===== src/rtl/ibis_tile_sequencer_if.sv =====
// Mapper-side and output-stream signals of the tile sequencer.
// master = sequencer, slave = mapper/stream-consumer side.
interface ibis_tile_sequencer_if #(
  parameter int WIDTH = 10
);
  logic             map_enable;
  logic [WIDTH-1:0] map_x;
  logic [WIDTH-1:0] map_y;
  logic             map_cycle_complete;
  logic [8:0]       map_data;
  logic             m_valid;
  logic             m_ready;
  logic [8:0]       m_data;
  logic [WIDTH-1:0] m_x;
  logic [WIDTH-1:0] m_y;
  logic             m_last;

  modport master (
    output map_enable, map_x, map_y,
    input  map_cycle_complete, map_data,
    output m_valid, m_data, m_x, m_y, m_last,
    input  m_ready
  );

  modport slave (
    input  map_enable, map_x, map_y,
    output map_cycle_complete, map_data,
    input  m_valid, m_data, m_x, m_y, m_last,
    output m_ready
  );
endinterface


===== src/rtl/ibis_tile_sequencer.sv =====
// Walks one 2^P x 2^P tile in raster order, feeding a 10-stage mapper ring and streaming texels.
// Optional stall counter enabled by defining IBIS_TILE_SEQUENCER_PERF_EN.
module ibis_tile_sequencer #(
  parameter int TILE_SIZE_POW2 = 5,
  parameter int WIDTH          = 10
) (
  input  logic             aclk,
  input  logic             aresetn,
  input  logic             start,
  input  logic [WIDTH-1:0] origin_x,
  input  logic [WIDTH-1:0] origin_y,
  output logic             busy,
  output logic             done,
`ifdef IBIS_TILE_SEQUENCER_PERF_EN
  output logic [31:0]      perf_stall_cycles,
`endif
  ibis_tile_sequencer_if.master bus
);

  typedef enum logic [2:0] {IDLE, MAP, CAPTURE, OUT, DONE} state_e;

  state_e                    state_q, state_d;
  logic [TILE_SIZE_POW2-1:0] col_q, row_q;
  logic [WIDTH-1:0]          originX_q, originY_q;
  logic [8:0]                mData_q;
  logic [WIDTH-1:0]          mX_q, mY_q;
  logic                      lastPixel;
  logic                      startAccept;
  logic                      beatAccept;

  assign lastPixel   = (&col_q) && (&row_q);
  assign startAccept = (state_q == IDLE) && start;
  assign beatAccept  = (state_q == OUT) && bus.m_ready;

  always_ff @(posedge aclk or negedge aresetn) begin
    if (!aresetn) state_q <= IDLE;
    else          state_q <= state_d;
  end

  // MAP is left only on the ring's final stage so each pixel spends exactly one ring lap there.
  always_comb begin
    state_d = state_q;
    case (state_q)
      IDLE:    if (start) state_d = MAP;
      MAP:     if (bus.map_cycle_complete) state_d = CAPTURE;
      CAPTURE: state_d = OUT;
      OUT:     if (bus.m_ready) state_d = lastPixel ? DONE : MAP;
      DONE:    state_d = IDLE;
      default: state_d = IDLE;
    endcase
  end

  always_comb begin
    busy           = (state_q != IDLE);
    done           = (state_q == DONE);
    bus.map_enable = (state_q == MAP);
    bus.m_valid    = (state_q == OUT);
    bus.m_last     = (state_q == OUT) && lastPixel;
    bus.map_x      = originX_q + WIDTH'(col_q);
    bus.map_y      = originY_q + WIDTH'(row_q);
    bus.m_data     = mData_q;
    bus.m_x        = mX_q;
    bus.m_y        = mY_q;
  end

  always_ff @(posedge aclk or negedge aresetn) begin
    if (!aresetn) begin
      originX_q <= '0;
      originY_q <= '0;
      col_q     <= '0;
      row_q     <= '0;
      mData_q   <= '0;
      mX_q      <= '0;
      mY_q      <= '0;
    end else begin
      if (startAccept) begin
        originX_q <= origin_x;
        originY_q <= origin_y;
        col_q     <= '0;
        row_q     <= '0;
      end
      if (state_q == CAPTURE) begin
        mData_q <= bus.map_data;
        mX_q    <= bus.map_x;
        mY_q    <= bus.map_y;
      end
      // Counters wrap to zero after the final pixel, leaving the next pass aligned.
      if (beatAccept) begin
        col_q <= col_q + TILE_SIZE_POW2'(1);
        if (&col_q) row_q <= row_q + TILE_SIZE_POW2'(1);
      end
    end
  end

`ifdef IBIS_TILE_SEQUENCER_PERF_EN
  logic [31:0] perf_q;

  always_ff @(posedge aclk or negedge aresetn) begin
    if (!aresetn)                                           perf_q <= '0;
    else if (startAccept)                                   perf_q <= '0;
    else if ((state_q == OUT) && !bus.m_ready && !(&perf_q)) perf_q <= perf_q + 32'd1;
  end

  assign perf_stall_cycles = perf_q;
`endif

endmodule

===== src/flat_wrapper.sv =====
// flat-port wrapper written by rule: the top's interface ports become plain ports
module ibis_tile_sequencer_flat 
#(
  parameter int TILE_SIZE_POW2 = 5,
  parameter int WIDTH          = 10
)
  (aclk, aresetn, start, origin_x, origin_y, busy, done, bus_map_enable, bus_map_x, bus_map_y, bus_map_cycle_complete, bus_map_data, bus_m_valid, bus_m_data, bus_m_x, bus_m_y, bus_m_last, bus_m_ready);
  ibis_tile_sequencer_if #(.WIDTH(WIDTH)) bus_i ();
  input  logic aclk;
  input  logic aresetn;
  input  logic start;
  input  logic [WIDTH-1:0] origin_x;
  input  logic [WIDTH-1:0] origin_y;
  output logic busy;
  output logic done;
  output wire logic [$bits(bus_i.map_enable)-1:0] bus_map_enable;
  output wire logic [$bits(bus_i.map_x)-1:0] bus_map_x;
  output wire logic [$bits(bus_i.map_y)-1:0] bus_map_y;
  input wire logic [$bits(bus_i.map_cycle_complete)-1:0] bus_map_cycle_complete;
  input wire logic [$bits(bus_i.map_data)-1:0] bus_map_data;
  output wire logic [$bits(bus_i.m_valid)-1:0] bus_m_valid;
  output wire logic [$bits(bus_i.m_data)-1:0] bus_m_data;
  output wire logic [$bits(bus_i.m_x)-1:0] bus_m_x;
  output wire logic [$bits(bus_i.m_y)-1:0] bus_m_y;
  output wire logic [$bits(bus_i.m_last)-1:0] bus_m_last;
  input wire logic [$bits(bus_i.m_ready)-1:0] bus_m_ready;
  assign bus_map_enable = bus_i.map_enable;
  assign bus_map_x = bus_i.map_x;
  assign bus_map_y = bus_i.map_y;
  assign bus_i.map_cycle_complete = bus_map_cycle_complete;
  assign bus_i.map_data = bus_map_data;
  assign bus_m_valid = bus_i.m_valid;
  assign bus_m_data = bus_i.m_data;
  assign bus_m_x = bus_i.m_x;
  assign bus_m_y = bus_i.m_y;
  assign bus_m_last = bus_i.m_last;
  assign bus_i.m_ready = bus_m_ready;
  ibis_tile_sequencer #(.TILE_SIZE_POW2(TILE_SIZE_POW2), .WIDTH(WIDTH)) u_core (.aclk(aclk), .aresetn(aresetn), .start(start), .origin_x(origin_x), .origin_y(origin_y), .busy(busy), .done(done), .bus(bus_i));
endmodule

===== config.mk =====
export PLATFORM = sky130hd
export DESIGN_NAME = ibis_tile_sequencer_flat
export DESIGN_NICKNAME = d
export VERILOG_FILES = /design/src/rtl/ibis_tile_sequencer_if.sv /design/src/rtl/ibis_tile_sequencer.sv /design/src/flat_wrapper.sv
export SDC_FILE = /design/constraint.sdc
export NUM_CORES = 1
export LEC_CHECK = 0
export BUFFER_PORTS_ARGS = -buffer_cell sky130_fd_sc_hd__buf_2
export CORE_UTILIZATION = 32
export CTS_BUF_LIST = sky130_fd_sc_hd__clkbuf_4
export DETAILED_ROUTE_END_ITERATION = 7
export PLACE_DENSITY_LB_ADDON = 0.1
export SLEW_MARGIN = 20
export SYNTH_ARGS = -nofsm -noshare
export SYNTH_HDL_FRONTEND = slang
export SYNTH_SLANG_ARGS = --single-unit

===== constraint.sdc =====
create_clock -name aclk -period 2.84 [get_ports aclk]
set_clock_uncertainty 0.05 [all_clocks]
set_input_delay 0.426 -clock aclk [delete_from_list [all_inputs] [get_ports aclk]]
set_output_delay 0.426 -clock aclk [all_outputs]
set_load 0.005 [all_outputs]

==> impl_metrics.ini <==
[routing]
drc = 0
initialDrtViolationCount = 50
vias = 2458
dr.pass1.iters = 4
routed_via_density = 4.67
wl_um = 7140
ant_nets = 0
wl_per_cell_um = 13.6

[cts]
cts_tree = built
clockBufferDepth = 2
clock_latency_ns = 0.40
cts_buffers = 9
htreeDepth = 3
clkSinkCount = 62
clockRootBuffer = clkbuf_4
clkTransAtPathRegs_ns = 0.11

[finish]
area_delta_synth_final_pct = 25.8
drive_above_1_share_pct = 39.0
num-fill-cells = 976
antennaDiodeCount = 0
utilization_pct = 42.0
final_common_cell = buf_2
layout_common_cells = buf_2, nand2_1, dfrtp_1, o21ai_0, mux2_2
final_cells = 526
nets = 442

[die]
die_x_um = 101
core-area_um2 = 9370
die_y_um = 101
initial_core_util_pct = 33.4
die_area_um2 = 10200
boundaryPins = 88
rows = 35

[critical_path]
arrival_ns = 2.18
slowest_delay_ns = 0.40
crit_chain = ha_4 -> inv_1 -> fa_2 -> nor2b_2 -> o31a_1 -> o2111ai_2 -> xnor2_1 -> buf_2
cp-startpoint = u_core.originY_q[0]
worstReg2RegStart = u_core.state_q[0]
crit_buf_inv = 2
crit_path_end_kind = primary output
worst-path-max-fanout = 3
crit_slowest_cell = dfrtp_1
cp_top_family = adder cells
critical_path_class = flip-flop to primary output
start_kind = flip-flop
worstPathRequired_ns = 2.36

[synth]
synth_edf_count = 0
synthCells = 294
ys_warn_count = 0
synth_seq_cells = 62
async_reset_ff_share_pct = 100
synthTopCellsByArea = dfrtp_1, nand2_1, mux2_2
synth_flop_cell = dfrtp_1
syn-num-nets = 344
synthDistinctLibCells = 44
synth_top_cell_area_share_pct = 49.6
synth_area_um2 = 3130
ys_seq_area_share_pct = 49.6
postSynthAreaPerCell_um2 = 10.6
synth_area_leader_cell = dfrtp_1

[sta]
setup_tns_ns = 0
setup_viol = 0
hold_violations = 0
finalCriticalPeriod_ns = 2.65
slew_headroom_pct = 58.7
worst_pin_slew_ns = 0.619
whs_ns = 0.149
rsz0062_at_grt = false
finalCritPeriodShare_pct = 93.4
max_freq_mhz = 377
drv_slew = 0

[pwr]
ir_drop_mv = 0.403
seq_power_share_pct = 39.5
comb_power_share_pct = 45.4
p_per_area_nw_per_um2 = 1000
internal_power_mw = 2.47
power.net_switching_mw = 1.48
p_leak_nw = 1.95
power.share.clock_pct = 15.1
swShare_pct = 37.5
p_total_mw = 3.95

[grt]
grt_pass1_wl_um = 11500
grt_pass1_vias = 2265
grt_max_degree = 39
grt_use_total_pct = 15.0
overflow = 0
antenna_found_initial = 0

[min_path]
hold_path.class = primary input to flip-flop
worstHoldStart = bus_map_data[2]

[flow_run]
maxCapViolCount = 0

[place]
place_inst = 503
hpwl_um = 5000
port_buffers = 87
place_congestion = 0.700

[outcome]
status = complete, no violations
[flip-flops by register name, summed over array words and instances (netlist names)]
signal	count
u_core.state_q	3
u_core.col_q	5
u_core.bus.m_y	10
u_core.originX_q	10
u_core.row_q	5
u_core.bus.m_x	10
u_core.bus.m_data	9
u_core.originY_q	10
[final timing paths]
kind	end	slack, ns	depth (start not counted)
setup / recovery	bus_map_y[8]	0.19	8
max in group asynchronous	u_core.bus.m_y[0]	1.60	3
hold reg to reg	u_core.bus.m_y[3]	0.43	2
min in group asynchronous	u_core.originX_q[5]	0.52	2
hold / removal	u_core.bus.m_data[2]	0.15	3
setup reg to reg	u_core.row_q[2]	0.82	5
[cell usage after synthesis, types with 3 or more instances]
cell,count
xor2_1,4
o21ai_0,20
clkbuf_1,3
ha_1,14
and3_1,3
xnor2_1,9
nand4_1,4
dfrtp_1,62
nand2_1,73
buf_2,3
inv_1,6
nand3_1,3
a31oi_1,3
nor2_1,14
a21oi_1,7
mux2_2,16
o211ai_1,3
mux2_4,10
[layout make-up]
cell class / count / area [um2] / share of cell area, %
Inverter: 6 / 22.5 / 0.572
Tap cell: 129 / 161 / 4.10
Clock buffer: 10 / 75.1 / 1.91
Sequential cell: 62 / 1550 / 39.4
Multi-Input combinational cell: 216 / 1550 / 39.3
Timing Repair Buffer: 97 / 526 / 13.4
Clock inverter: 6 / 52.6 / 1.34
[cell families after synthesis]
family	count (synthesis)	share of synthesized area, %
AOI/OAI and AO/OA	48	9.64
xor gates and xnor gates	13	3.64
adders and majority gates	16	6.88
buffers and inverters	16	3.28
DFF	62	49.6
muxes	26	10.6
and+or+nand+nor	113	16.4
[layer usage]
layer | up-vias | share of wire [%] | GRT usage, %
li1 | 1205 | - | -
met4 | 0 | 1.1 | 4.68
met1 | 1186 | 47 | 19.1
met5 | - | 0 | 0
met2 | 59 | 47 | 23.9
met3 | 8 | 5.3 | 5.27
[per-stage QoR]
step           worst slack (ns)  area (um2)
6_report                  0.188        3940
2_1_floorplan             0.674        3130
4_1_cts                  0.0393        3840
5_1_grt                  0.0226        3940
3_5_place_dp              0.292        3690
3_3_place_gp              0.365        3690
[timing repair]
action,CTS,global route
pin swaps,1,6
gates resized for setup,3,11
endpoints found under the setup margin,3,8
buffers inserted,2,4
hold endpoints to repair,24,0
hold buffers,1,0
[worst reg2reg max path, stage by stage, from the launching register on]
cell and delay (ns):
dfrtp_1 0.50, or3_4 0.45, nor2_8 0.45, nor2_1 0.19, o21ai_0 0.18, o21ai_0 0.10
[power by group through the flow]
stage	sequential, mW	clock [mW]	combinational, mW
floorplan	1.52	0	1.12
global placement	1.56	0	1.71
detailed placement	1.57	0	1.72
CTS	1.55	0.623	1.76
global route	1.61	0.666	2.04
finish	1.56	0.597	1.79
Note: power is estimated with default switching activity, not from simulation.
